**src/rtl/fetch_prefetch_queue.sv**
```systemverilog
// Instruction prefetch queue: runs sequential fetches ahead of decode,
// buffers returned words with their PCs and discards stale responses.
module fetch_prefetch_queue #(
  parameter int               NBITS    = 32,
  parameter int               DEPTH    = 4,
  parameter logic [NBITS-1:0] RESET_PC = '0
) (
  input  logic                       clk,
  input  logic                       rst,
  input  logic                       pc_en,
  input  logic                       flush,
  input  logic [NBITS-1:0]           jpc,
  input  logic                       mem_rdy,
  input  logic                       valid,
  input  logic [NBITS-1:0]           rdata,
  input  logic                       deq,
  output logic                       proc_req,
  output logic [NBITS-1:0]           pc2mem,
  output logic                       out_valid,
  output logic [NBITS-1:0]           ir,
  output logic [NBITS-1:0]           pc,
  output logic [NBITS-1:0]           npc,
  output logic [$clog2(DEPTH+1)-1:0] count,
  output logic                       stall,
  output logic                       err
);

  localparam int PW = $clog2(DEPTH);
  localparam int CW = $clog2(DEPTH + 1);
  localparam logic [CW:0]   DEPTH_W = (CW+1)'(DEPTH);
  localparam logic [CW-1:0] DEPTH_C = CW'(DEPTH);

  logic [NBITS-1:0] r_pc_q [DEPTH];
  logic [NBITS-1:0] r_ir_q [DEPTH];
  logic [PW-1:0]    r_rd;
  logic [PW-1:0]    r_wr;
  logic [CW-1:0]    r_count;
  logic [CW-1:0]    r_inflight;
  logic [CW-1:0]    r_drop;
  logic [NBITS-1:0] r_req_pc;
  logic [NBITS-1:0] r_resp_pc;
  logic             r_err;

  logic [CW-1:0] w_live;
  logic [CW:0]   w_occ;
  logic          w_req;
  logic          w_acc;
  logic          w_rsp;
  logic          w_keep;
  logic          w_deq;

  // Stored entries plus live in-flight requests never exceed DEPTH,
  // so every kept response has a free slot waiting for it.
  assign w_live = r_inflight - r_drop;
  assign w_occ  = {1'b0, r_count} + {1'b0, w_live};
  assign w_req  = ~rst & pc_en & ~flush
                & (w_occ < DEPTH_W)
                & (r_inflight < DEPTH_C);
  assign w_acc  = w_req & mem_rdy;
  assign w_rsp  = valid & (r_inflight != '0);
  assign w_keep = w_rsp & (r_drop == '0);
  assign w_deq  = deq & (r_count != '0);

  always_ff @(posedge clk or posedge rst) begin
    if (rst) begin
      for (int i = 0; i < DEPTH; i++) begin
        r_pc_q[i] <= '0;
        r_ir_q[i] <= '0;
      end
      r_rd       <= '0;
      r_wr       <= '0;
      r_count    <= '0;
      r_inflight <= '0;
      r_drop     <= '0;
      r_req_pc   <= RESET_PC;
      r_resp_pc  <= RESET_PC;
      r_err      <= 1'b0;
    end else begin
      if (valid && (r_inflight == '0))
        r_err <= 1'b1;
      if (flush) begin
        r_count    <= '0;
        r_rd       <= r_wr;
        r_req_pc   <= jpc;
        r_resp_pc  <= jpc;
        r_drop     <= r_inflight - CW'(w_rsp);
        r_inflight <= r_inflight - CW'(w_rsp);
      end else begin
        r_inflight <= r_inflight + CW'(w_acc) - CW'(w_rsp);
        if (w_acc)
          r_req_pc <= r_req_pc + NBITS'(4);
        if (w_rsp && (r_drop != '0))
          r_drop <= r_drop - CW'(1);
        if (w_keep) begin
          r_pc_q[r_wr] <= r_resp_pc;
          r_ir_q[r_wr] <= rdata;
          r_wr         <= r_wr + PW'(1);
          r_resp_pc    <= r_resp_pc + NBITS'(4);
        end
        if (w_deq)
          r_rd <= r_rd + PW'(1);
        r_count <= r_count + CW'(w_keep) - CW'(w_deq);
      end
    end
  end

  assign proc_req  = w_req;
  assign pc2mem    = r_req_pc;
  assign out_valid = (r_count != '0);
  assign ir        = r_ir_q[r_rd];
  assign pc        = r_pc_q[r_rd];
  // Zero while empty so the head outputs all read 0 straight out of reset.
  assign npc       = out_valid ? (r_pc_q[r_rd] + NBITS'(4)) : '0;
  assign count     = r_count;
  assign stall     = ~out_valid;
  assign err       = r_err;

endmodule

```
**config.mk**
```make
export PLATFORM = sky130hd
export DESIGN_NAME = fetch_prefetch_queue
export DESIGN_NICKNAME = d
export VERILOG_FILES = /design/src/rtl/fetch_prefetch_queue.sv
export SDC_FILE = /design/constraint.sdc
export NUM_CORES = 1
export LEC_CHECK = 0
export ABC_AREA = 1
export BUFFER_PORTS_ARGS = -buffer_cell sky130_fd_sc_hd__buf_2
export CAP_MARGIN = 10
export CORE_ASPECT_RATIO = 1.75
export CORE_UTILIZATION = 25
export DETAILED_ROUTE_END_ITERATION = 10
export PLACE_DENSITY = 0.43
export SYNTH_ARGS = -nofsm -noshare
export SYNTH_HDL_FRONTEND = slang
export SYNTH_SLANG_ARGS = --single-unit
```
**constraint.sdc**
```tcl
create_clock -name clk -period 19.5 [get_ports clk]
set_input_delay 3.9 -clock clk [delete_from_list [all_inputs] [get_ports clk]]
set_output_delay 3.9 -clock clk [all_outputs]
set_load 0.01 [all_outputs]
```
==> results of run 1 <==
==> layer usage <==
layer	global-route usage, %	vias to the layer above	part of all wire, %
met3	2.37	99	4.0
met2	29.9	336	50
met1	20.3	7573	42
met4	6.31	0	3.5
met5	0	-	0
li1	-	7485	-
==> worst min path at each step <==
stage | cells after the start | slack [ps] | endpoint
6_report | 2 | 480 | pc2mem[1]
2_1_floorplan | 2 | 470 | r_pc_q[33]
5_1_grt | 1 | 510 | r_ir_q[66]
4_1_cts | 2 | 480 | pc2mem[1]
3_5_place_dp | 2 | 470 | pc2mem[1]
3_3_place_gp | 2 | 470 | pc2mem[1]
==> cells in the final DEF, fill, tap and decap left out, drive strengths merged, types with 54 or more instances in the layout <==
cell	Yosys	layout
a21oi	117	117
buf	78	221
clkbuf	35	54
dfrtp	334	334
inv	156	156
mux2	135	135
nand2	583	583
nand3	114	114
nor2	315	315
o21ai	155	155
==> synthesized netlist by cell type (all sizes together) <==
library cell / number / area (sq um)
o221ai: 8 / 70.1
nor2: 315 / 1260
buf: 78 / 497
a211oi: 1 / 7.51
nor4: 4 / 25.0
a32oi: 1 / 8.76
fa: 3 / 60.1
o31ai: 1 / 7.51
mux2: 135 / 1520
xor2: 25 / 219
o21bai: 6 / 45.0
nand3b: 2 / 15.0
a221oi: 1 / 8.76
nand3: 114 / 591
a31oi: 8 / 50.1
o21ai: 155 / 780
inv: 156 / 593
clkinv: 1 / 3.75
clkbuf: 35 / 133
nand4: 16 / 115
a21boi: 1 / 18.8
ha: 18 / 225
nor3b: 1 / 7.51
xnor2: 8 / 70.1
nor3: 20 / 111
o22ai: 32 / 200
o211ai: 22 / 165
and3: 1 / 6.26
or2: 3 / 18.8
a21oi: 117 / 586
dfrtp: 334 / 8360
nand2: 583 / 2280
a31o: 1 / 8.76
==> where the power goes <==
part / internal (uW) / switching (uW) / leakage (uW)
registers: 956 / 169 / 0.00419
clock network: 373 / 288 / 0.000530
logic: 547 / 1000 / 0.00526
total: 1880 / 1460 / 0.00999
==> cell type report <==
type,count,area share (%)
multi-input combinational,1602,40.8
sequential,334,40.1
timing repair buffer,221,5.55
tap,924,5.54
clock buffer,54,5.08
inverter,157,2.89
clock inverter,3,0.108
antenna,2,0.0240
==> cell families after synthesis <==
kind of cell	Yosys count
AND/OR/NAND/NOR	1059
AO/OA/AOI/OAI	354
flip-flops	334
buffers and inverters	270
multiplexers	135
XOR/XNOR	33
adder cells (fa/ha/maj)	21
==> state kept, by name, indices dropped and copies added, names as in the netlist <==
signal	cells
r_inflight	3
r_rd	2
count	3
pc2mem	32
r_ir_q	128
err	1
r_resp_pc	32
r_drop	3
r_wr	2
r_pc_q	128
==> stage by stage <==
step	cells	worst slack [ps]	utilization, %	area (sq um)	hold slack, ps
floorplan	2206	4260	-	18100	475
global placement	3238	10200	27.6	19800	468
detailed placement	3238	10230	27.6	19800	467
CTS	3295	10200	29.1	20900	483
global route	3296	10080	29.1	20900	511
finish	3297	10220	29.1	20900	476
==> worst register-to-register path, delay by kind of cell (launching register included) <==
kind / cells / cell delay (ps)
simple gates: 6 / 1070
buf+inv: 4 / 260
fa+ha+maj: 6 / 1810
flops: 1 / 400
xor+xnor: 3 / 550
==> metrics.cfg, run 1 <==
[synth]
syn_inst=2206
synthesis.nets=2298
muxShareOfSynthArea_pct=8.41
yosysSeqAreaShare_pct=46.2
synth_warnings=0
synth_area_per_cell_sq_um=8.19
syn-cell-area_sq_um=18100
synth.distinct_cells=49
synth_fa_ha_area_share_pct=1.58
synth-seq-cells=334
yosys.area_share.simple_pct=24.6
synth-xor-area-share_pct=1.60
synth_top_family_by_area=simple AND/OR/NAND/NOR gates
synth-compound-area-share_pct=10.8

[setup_path]
rr_startpoint=r_inflight[0]
startpoint=flush
arrival_ps=5380
path_buf_inv=5
crit_required_ps=15600
r2r_cells=19
cp_cell_sequence=buf_2, inv_1, buf_4, nand2_1, nor3_1, nand2_1, inv_1, buf_2
end_kind=output port
timing.critical_path.to=proc_req
crit_slowest_cell=buf_2
slowest_delay_ps=670
r2r-end=r_inflight[2]
reg2reg_setup_slack_ps=15310
critPathLaunchType=primary input
crit_fanout=49
cpLargestDelayFamily=buffers and inverters
critical_path_class=in -> out
path_depth=8

[cells_and_area]
n_fill_cell=7721
nets=2444
layout-drive-gt1-share_pct=20.4
multi_input_area_sq_um=8510
area_delta_synth_final_pct=15.5
seq_area_sq_um=8360

[timing]
setup_viol=0
drv_slew=0
post-route-period-util_pct=47.6
finClkSkew_ps=17.0
clock.fmax_ghz=0.108
final_hold_viol_count=0
relSlewSlack_pct=29.8
period_minus_slack_ps=9280
finalSetupTns_ps=0
rsz0062_at_grt=false
worst_slew_pin_slew_ps=1050

[floorplanning]
die_w_um=205
io_pins=206
initial_core_util_pct=25.2
dieArea_sq_um=73400
die_y_um=358
num_rows=130
core-area_sq_um=71700

[power_and_ir_drop]
vdd_drop_max_uv=78.6
p_per_area_nw_per_um2=160
power.total_uw=3330
p_leak_uw=0.00999

[worst_hold_path]
min_from=pc2mem[1]
hold_path_class=reg -> reg

[clocking]
cts_buffers=36
cts_tree=built
postCtsSetupRepairBufs=0
clock_latency_ps=540
cts.sinks=334
cts.repair.resized=0
ctsHoldBuffers=0
cts_htree_levels=2
clk_path_buf_depth=3
clockRootBuffer=clkbuf_16
clk_pin_slew_ps=60

[global_routing]
grt_max_degree=154
overflow=0
antenna_found_initial=1
grt_util_all_layers_pct=16.8
grt_first_pass_wirelength_um=94400
grt_pass1_vias=15712

[detailed_routing]
wl_per_cell_um=18.6
totalWireLength_um=61200
via_per_inst=4.70
dr_total_vias=15493
drtIter0Drc=802
drc=4
drt.antenna.violating_nets=0
drt_first_pass_iters=8

[status]
outcome=finished with violations
violations=design-rule violations

[placed_design]
gp_congestion=0.850
io_buffers=205
dp_hpwl_um=42300

[run]
maxCapViolCount=0

Power figures use the tool's default switching activity.
==> inputs of run 2 (changes only) <==
--- a/config.mk
+++ b/config.mk
@@ -11,7 +11,7 @@
 export CORE_ASPECT_RATIO = 1.75
 export CORE_UTILIZATION = 25
 export DETAILED_ROUTE_END_ITERATION = 10
-export PLACE_DENSITY = 0.43
+export PLACE_DENSITY = 0.44
 export SYNTH_ARGS = -nofsm -noshare
 export SYNTH_HDL_FRONTEND = slang
 export SYNTH_SLANG_ARGS = --single-unit
==> constraint.sdc (replaced) <==
create_clock -name clk -period 7.7 [get_ports clk]
set_input_delay 1.54 -clock clk [delete_from_list [all_inputs] [get_ports clk]]
set_output_delay 1.54 -clock clk [all_outputs]
set_load 0.01 [all_outputs]
==> metrics.cfg, run 2 (same netlist as run 1, synthesis figures left out) <==
[status]
outcome=finished, final reports clean

[power_and_ir_drop]
vdd_drop_max_uv=212  ; +170%
power.total_uw=8590  ; +160%
seqPwrFrac_pct=33.6  ; -0.2 points
p_sw_uw=3690  ; +150%
p_per_area_nw_per_um2=408  ; +160%
pwr-share-comb_pct=44.8  ; -1.6 points
swShare_pct=43.0  ; -0.76 points
internal_power_uw=4900  ; +160%
p_leak_uw=0.0101  ; +0.81%
clkPwrFrac_pct=21.5  ; +1.7 points

[floorplanning]
initial_core_util_pct=25.2  ; unchanged
dieArea_sq_um=73400  ; unchanged
core-area_sq_um=71700  ; unchanged
num_rows=130  ; unchanged
io_pins=206  ; unchanged
die_y_um=358  ; unchanged
die_w_um=205  ; unchanged

[setup_path]
r2r_cells=19  ; unchanged
arrival_ps=3980  ; -1400 ps
rr_startpoint=r_inflight[0]
startpoint=r_rd[0]
critPathLaunchType=flop
reg2reg_setup_slack_ps=3760  ; -11550 ps
crit_required_ps=6160  ; -9440 ps
r2r-end=r_inflight[2]
crit_fanout=134  ; +170%
critical_path_class=reg -> out
end_kind=output port

[placed_design]
dpl_worst_slack_ps=2740  ; -7490 ps
post_dp_cell_area_sq_um=19800  ; +0.27%
gp_congestion=0.858  ; +1.0%
dp_hpwl_um=43600  ; +3.2%
io_buffers=205  ; unchanged

[detailed_routing]
wl_per_cell_um=18.7  ; +0.58%
drc=0  ; -4
via_per_inst=4.67  ; -0.54%
dr_total_vias=15446  ; -0.30%
drtIter0Drc=834  ; +4.0%
drt_first_pass_iters=5  ; -3
drt.antenna.violating_nets=0  ; unchanged
totalWireLength_um=61700  ; +0.82%

[global_routing]
grt_pass1_vias=15859  ; +0.94%
grt_util_all_layers_pct=16.9  ; +0.12 points
antenna_found_initial=1  ; unchanged
grt_first_pass_wirelength_um=95100  ; +0.76%
overflow=0  ; unchanged
grt_max_degree=135  ; -12%

[clocking]
clk_pin_slew_ps=60  ; about the same
clockRootBuffer=clkbuf_16
postCtsSetupRepairBufs=0  ; unchanged
cts.sinks=334  ; unchanged
cts.repair.resized=0  ; unchanged
cts_htree_levels=2  ; unchanged
ctsHoldBuffers=0  ; unchanged
cts_buffers=35  ; -2.8%
clock_latency_ps=550  ; about the same
cts_tree=built
clk_path_buf_depth=3  ; unchanged

[cells_and_area]
nets=2447  ; +0.12%
finish.utilization_pct=29.4  ; +0.27 points
reg.largest.list=r_ir_q (128), r_pc_q (128)
area_delta_synth_final_pct=16.6
layout-drive-gt1-share_pct=21.1  ; +0.64 points
final_cell_mix=nand2_1, dfrtp_1, nor2_1, buf_2, inv_1
finalInstanceArea_sq_um=21100  ; +0.93%
final_common_cell=nand2_1
n_fill_cell=7778  ; +0.74%

[worst_hold_path]
hold_path_class=reg -> reg
min_path_cells=2  ; unchanged
min_from=pc2mem[0]
min_to=pc2mem[0]

[timing]
fin_ws_ps=2180  ; -8040 ps
relSlewSlack_pct=28.7  ; -1.1 points
finalSetupTns_ps=0  ; unchanged
period_minus_slack_ps=5520
clock.fmax_ghz=0.181
drv_slew=0  ; unchanged
final_hold_viol_count=0  ; unchanged
setup_viol=0  ; unchanged
finClkSkew_ps=23.3  ; +6.31 ps
worst_slew_pin_slew_ps=1070  ; +13.4 ps
rsz0062_at_grt=false
post-route-period-util_pct=71.7

[run]
maxCapViolCount=0  ; unchanged

-- run 2: cell types whose count changed in the layout (fill, tap and decap cells not counted), moves of 2 or more --
cell | before | now
clkinv_4 | 2 | 0
inv_1 | 150 | 148
clkinvlp_4 | 0 | 2
bufinv_16 | 0 | 5
clkbuf_1 | 10 | 7
ha_1 | 18 | 16
buf_4 | 15 | 19
inv_2 | 4 | 6
ha_4 | 0 | 2
clkinv_2 | 1 | 4
-- run 2: worst max-delay path, stage by stage, from the launching register on --
cell and delay, ps:
dfrtp_4 710, inv_8 650, nand2_1 160, nand2_1 100
nand2_1 50, nand2_1 130, ha_1 220, nand3_2 170
nor3_1 720, nand3_1 150, nand2_1 120, nor2_2 30
buf_2 180
-- run 2: power by group through the flow --
stage	registers (uW)	clock network [uW]	logic [uW]
finish	2890	1850	3850
floorplan	2740	0	2740
detailed placement	2920	0	3920
global placement	2900	0	3870
global route	2990	1970	4360
CTS	2890	1910	3930
-- run 2: worst max path at each step --
stage                     endpoint  slack (ps)  cells after the start
after global placement     npc[28]        2740                     13
after global routing       npc[28]        1930                     13
after CTS                  npc[28]        2150                     12
after floorplan           proc_req        -820                      5
final                      npc[28]        2180                     12
after detailed placement   npc[28]        2740                     12
-- run 2: layout make-up --
class,count,area [sq um],area share [%]
repair buffers,225,1190,5.64
clock buffers,50,1020,4.86
well taps,924,1160,5.49
multi-input cells,1602,8540,40.5
flip-flops and latches,334,8360,39.7
diodes,1,2.50,0.0119
clock inverters,12,203,0.962
inverters,157,601,2.85
-- run 2: metal layers --
layer | vias to the layer above | wire (um) | global-route usage (%) | part of all wire [%]
li1 | 7501 | - | - | -
met1 | 7528 | 25400 | 19.9 | 41
met2 | 315 | 31600 | 30.6 | 51
met3 | 100 | 2420 | 2.51 | 3.9
met4 | 2 | 2250 | 6.68 | 3.6
met5 | - | 8 | 0 | 0.013
-- run 2: stage by stage --
stage	cells	hold WS [ps]
2_1_floorplan	2206	475
3_3_place_gp	3242	461
3_5_place_dp	3242	459
4_1_cts	3304	474
5_1_grt	3304	509
6_report	3305	470
==> inputs of run 3 (changes only) <==
--- a/config.mk
+++ b/config.mk
@@ -11,7 +11,7 @@
 export CORE_ASPECT_RATIO = 1.75
 export CORE_UTILIZATION = 25
 export DETAILED_ROUTE_END_ITERATION = 10
-export PLACE_DENSITY = 0.44
+export PLACE_DENSITY = 0.43
 export SYNTH_ARGS = -nofsm -noshare
 export SYNTH_HDL_FRONTEND = slang
 export SYNTH_SLANG_ARGS = --single-unit
==> constraint.sdc (replaced) <==
create_clock -name clk -period 5.67 [get_ports clk]
set_input_delay 1.134 -clock clk [delete_from_list [all_inputs] [get_ports clk]]
set_output_delay 1.134 -clock clk [all_outputs]
set_load 0.01 [all_outputs]
==> metrics.cfg, run 3 (same netlist as run 1, synthesis figures left out) <==
[global_routing]
grt_util_all_layers_pct=17.0  ; +0.12 points
grt_pass1_vias=15795  ; -0.40%
grt_first_pass_wirelength_um=95500  ; +0.33%
overflow=0  ; unchanged
grt_max_degree=158  ; +17%
antenna_found_initial=0  ; -1

[power_and_ir_drop]
internal_power_uw=6560  ; +34%
vdd_drop_max_uv=245  ; +15%
p_leak_uw=0.0101  ; +0.23%
pwr-share-comb_pct=45.7  ; +0.9 points
p_sw_uw=5010  ; +36%
clkPwrFrac_pct=20.6  ; -0.9 points
swShare_pct=43.3  ; +0.36 points
seqPwrFrac_pct=33.6  ; about the same
p_per_area_nw_per_um2=549  ; +35%

[clocking]
clk_path_buf_depth=3  ; unchanged
clockRootBuffer=clkbuf_16
cts_tree=built
cts_buffers=37  ; +5.7%
ctsHoldBuffers=0  ; unchanged
clk_pin_slew_ps=60  ; about the same
clock_latency_ps=540  ; about the same
cts.repair.resized=0  ; unchanged
cts_htree_levels=2  ; unchanged
postCtsSetupRepairBufs=0  ; unchanged
cts.sinks=334  ; unchanged

[detailed_routing]
drc=0  ; unchanged
via_per_inst=4.68  ; about the same
drtIter0Drc=865  ; +3.7%
totalWireLength_um=61800  ; +0.20%
wl_per_cell_um=18.7  ; about the same
drt_first_pass_iters=5  ; unchanged
dr_total_vias=15479  ; +0.21%
drt.antenna.violating_nets=0  ; unchanged

[setup_path]
crit_required_ps=4540  ; -1620 ps
arrival_ps=3540  ; -440 ps
timing.critical_path.to=npc[28]
end_kind=output port
startpoint=r_rd[0]
path_depth=11  ; -1
critPathLaunchType=flop
r2r_cells=19  ; unchanged
reg2reg_setup_slack_ps=1870  ; -1890 ps
path_common_cell=nand2_1
path_buf_inv=2  ; unchanged
cp_cell_sequence=inv_8, nor2_1, o21ai_2, ha_1, nand3_2, nor3_1, nand2_1, nand2_1, nand2_1, nor2_2, buf_2
crit_slowest_cell=nor3_1
r2r-end=r_inflight[2]
rr_startpoint=r_inflight[0]
cpLargestDelayFamily=simple AND/OR/NAND/NOR gates
slowest_delay_ps=700  ; -20 ps
crit_fanout=53  ; -60%
critical_path_class=reg -> out

[placed_design]
gp_congestion=0.946  ; +10%
io_buffers=205  ; unchanged
dp_hpwl_um=43700  ; +0.11%
numPlacedInstances=3245  ; +0.093%

[timing]
relSlewSlack_pct=27.8  ; -0.97 points
rsz0062_at_grt=false
period_minus_slack_ps=4670
setup_viol=0  ; unchanged
finClkSkew_ps=20.7  ; -2.60 ps
final_hold_viol_count=0  ; unchanged
post-route-period-util_pct=82.4
clock.fmax_ghz=0.214
hold-worst-slack_ps=481  ; +11.1 ps
worst_slew_pin_slew_ps=1080  ; +14.5 ps
drv_slew=0  ; unchanged

[floorplanning]
initial_core_util_pct=25.2  ; unchanged
io_pins=206  ; unchanged
num_rows=130  ; unchanged
dieArea_sq_um=73400  ; unchanged
core-area_sq_um=71700  ; unchanged
die_w_um=205  ; unchanged
die_y_um=358  ; unchanged

[cells_and_area]
final_common_cell=nand2_1
reg.largest.list=r_ir_q (128), r_pc_q (128)
layout-drive-gt1-share_pct=21.5  ; +0.49 points
n_antenna_cell=0  ; -1
layout.cells.non_filler=3310  ; +0.15%
nets=2452  ; +0.20%
final_cell_mix=nand2_1, dfrtp_1, nor2_1, buf_2, inv_1
area_delta_synth_final_pct=16.7

[worst_hold_path]
hold_path_class=reg -> reg
min_from=pc2mem[1]

[status]
outcome=finished, final reports clean

[run]
maxCapViolCount=0  ; unchanged

==> run 3: metal layers <==
metal / GRT usage (%) / routed length, um
met5: 0 / 0
met4: 7.76 / 2670
met3: 2.61 / 2630
met2: 29.9 / 30900
met1: 20.3 / 25700
==> run 3: power by group through the flow <==
stage | logic, uW | clock network [uW] | registers (uW)
after floorplan | 3740 | 0 | 3720
after global placement | 5330 | 0 | 3910
after detailed placement | 5380 | 0 | 3940
after CTS | 5400 | 2480 | 3900
after global routing | 6000 | 2560 | 4020
final | 5290 | 2390 | 3890
==> run 3: stage by stage <==
stage | power, uW | cell area [sq um] | worst slack [ps] | TNS, ps | utilization [%]
final | 11600 | 21100 | 998 | 0 | 29.4
after global routing | 12600 | 21100 | 648 | 0 | 29.4
after CTS | 11800 | 21100 | 927 | 0 | 29.4
after detailed placement | 9320 | 19900 | 1520 | 0 | 27.8
after global placement | 9250 | 19900 | 1540 | 0 | 27.8
after floorplan | 7460 | 18100 | -2400 | -54520 | -
==> run 3: cell type report <==
type | instances | area [sq um]
inverters | 157 | 601
repair buffers | 228 | 1250
clock buffers | 53 | 1110
flip-flops and latches | 334 | 8360
multi-input cells | 1602 | 8550
clock inverters | 12 | 71.3
fillers | 7733 | 50600
well taps | 924 | 1160
==> run 3: worst min path at each step <==
stage                 end  cells after the start
6_report        pc2mem[1]                      2
5_1_grt               err                      1
4_1_cts         pc2mem[1]                      2
3_5_place_dp    pc2mem[1]                      2
3_3_place_gp          err                      1
2_1_floorplan  r_pc_q[33]                      2
==> run 3: worst register-to-register path: cells and delay by family, from the launching register on <==
| kind | cells | cell delay (ps) |
|---|---|---|
| xor+xnor | 3 | 560 |
| flops | 1 | 420 |
| buf+inv | 4 | 260 |
| fa+ha+maj | 6 | 1650 |
| simple gates | 6 | 820 |
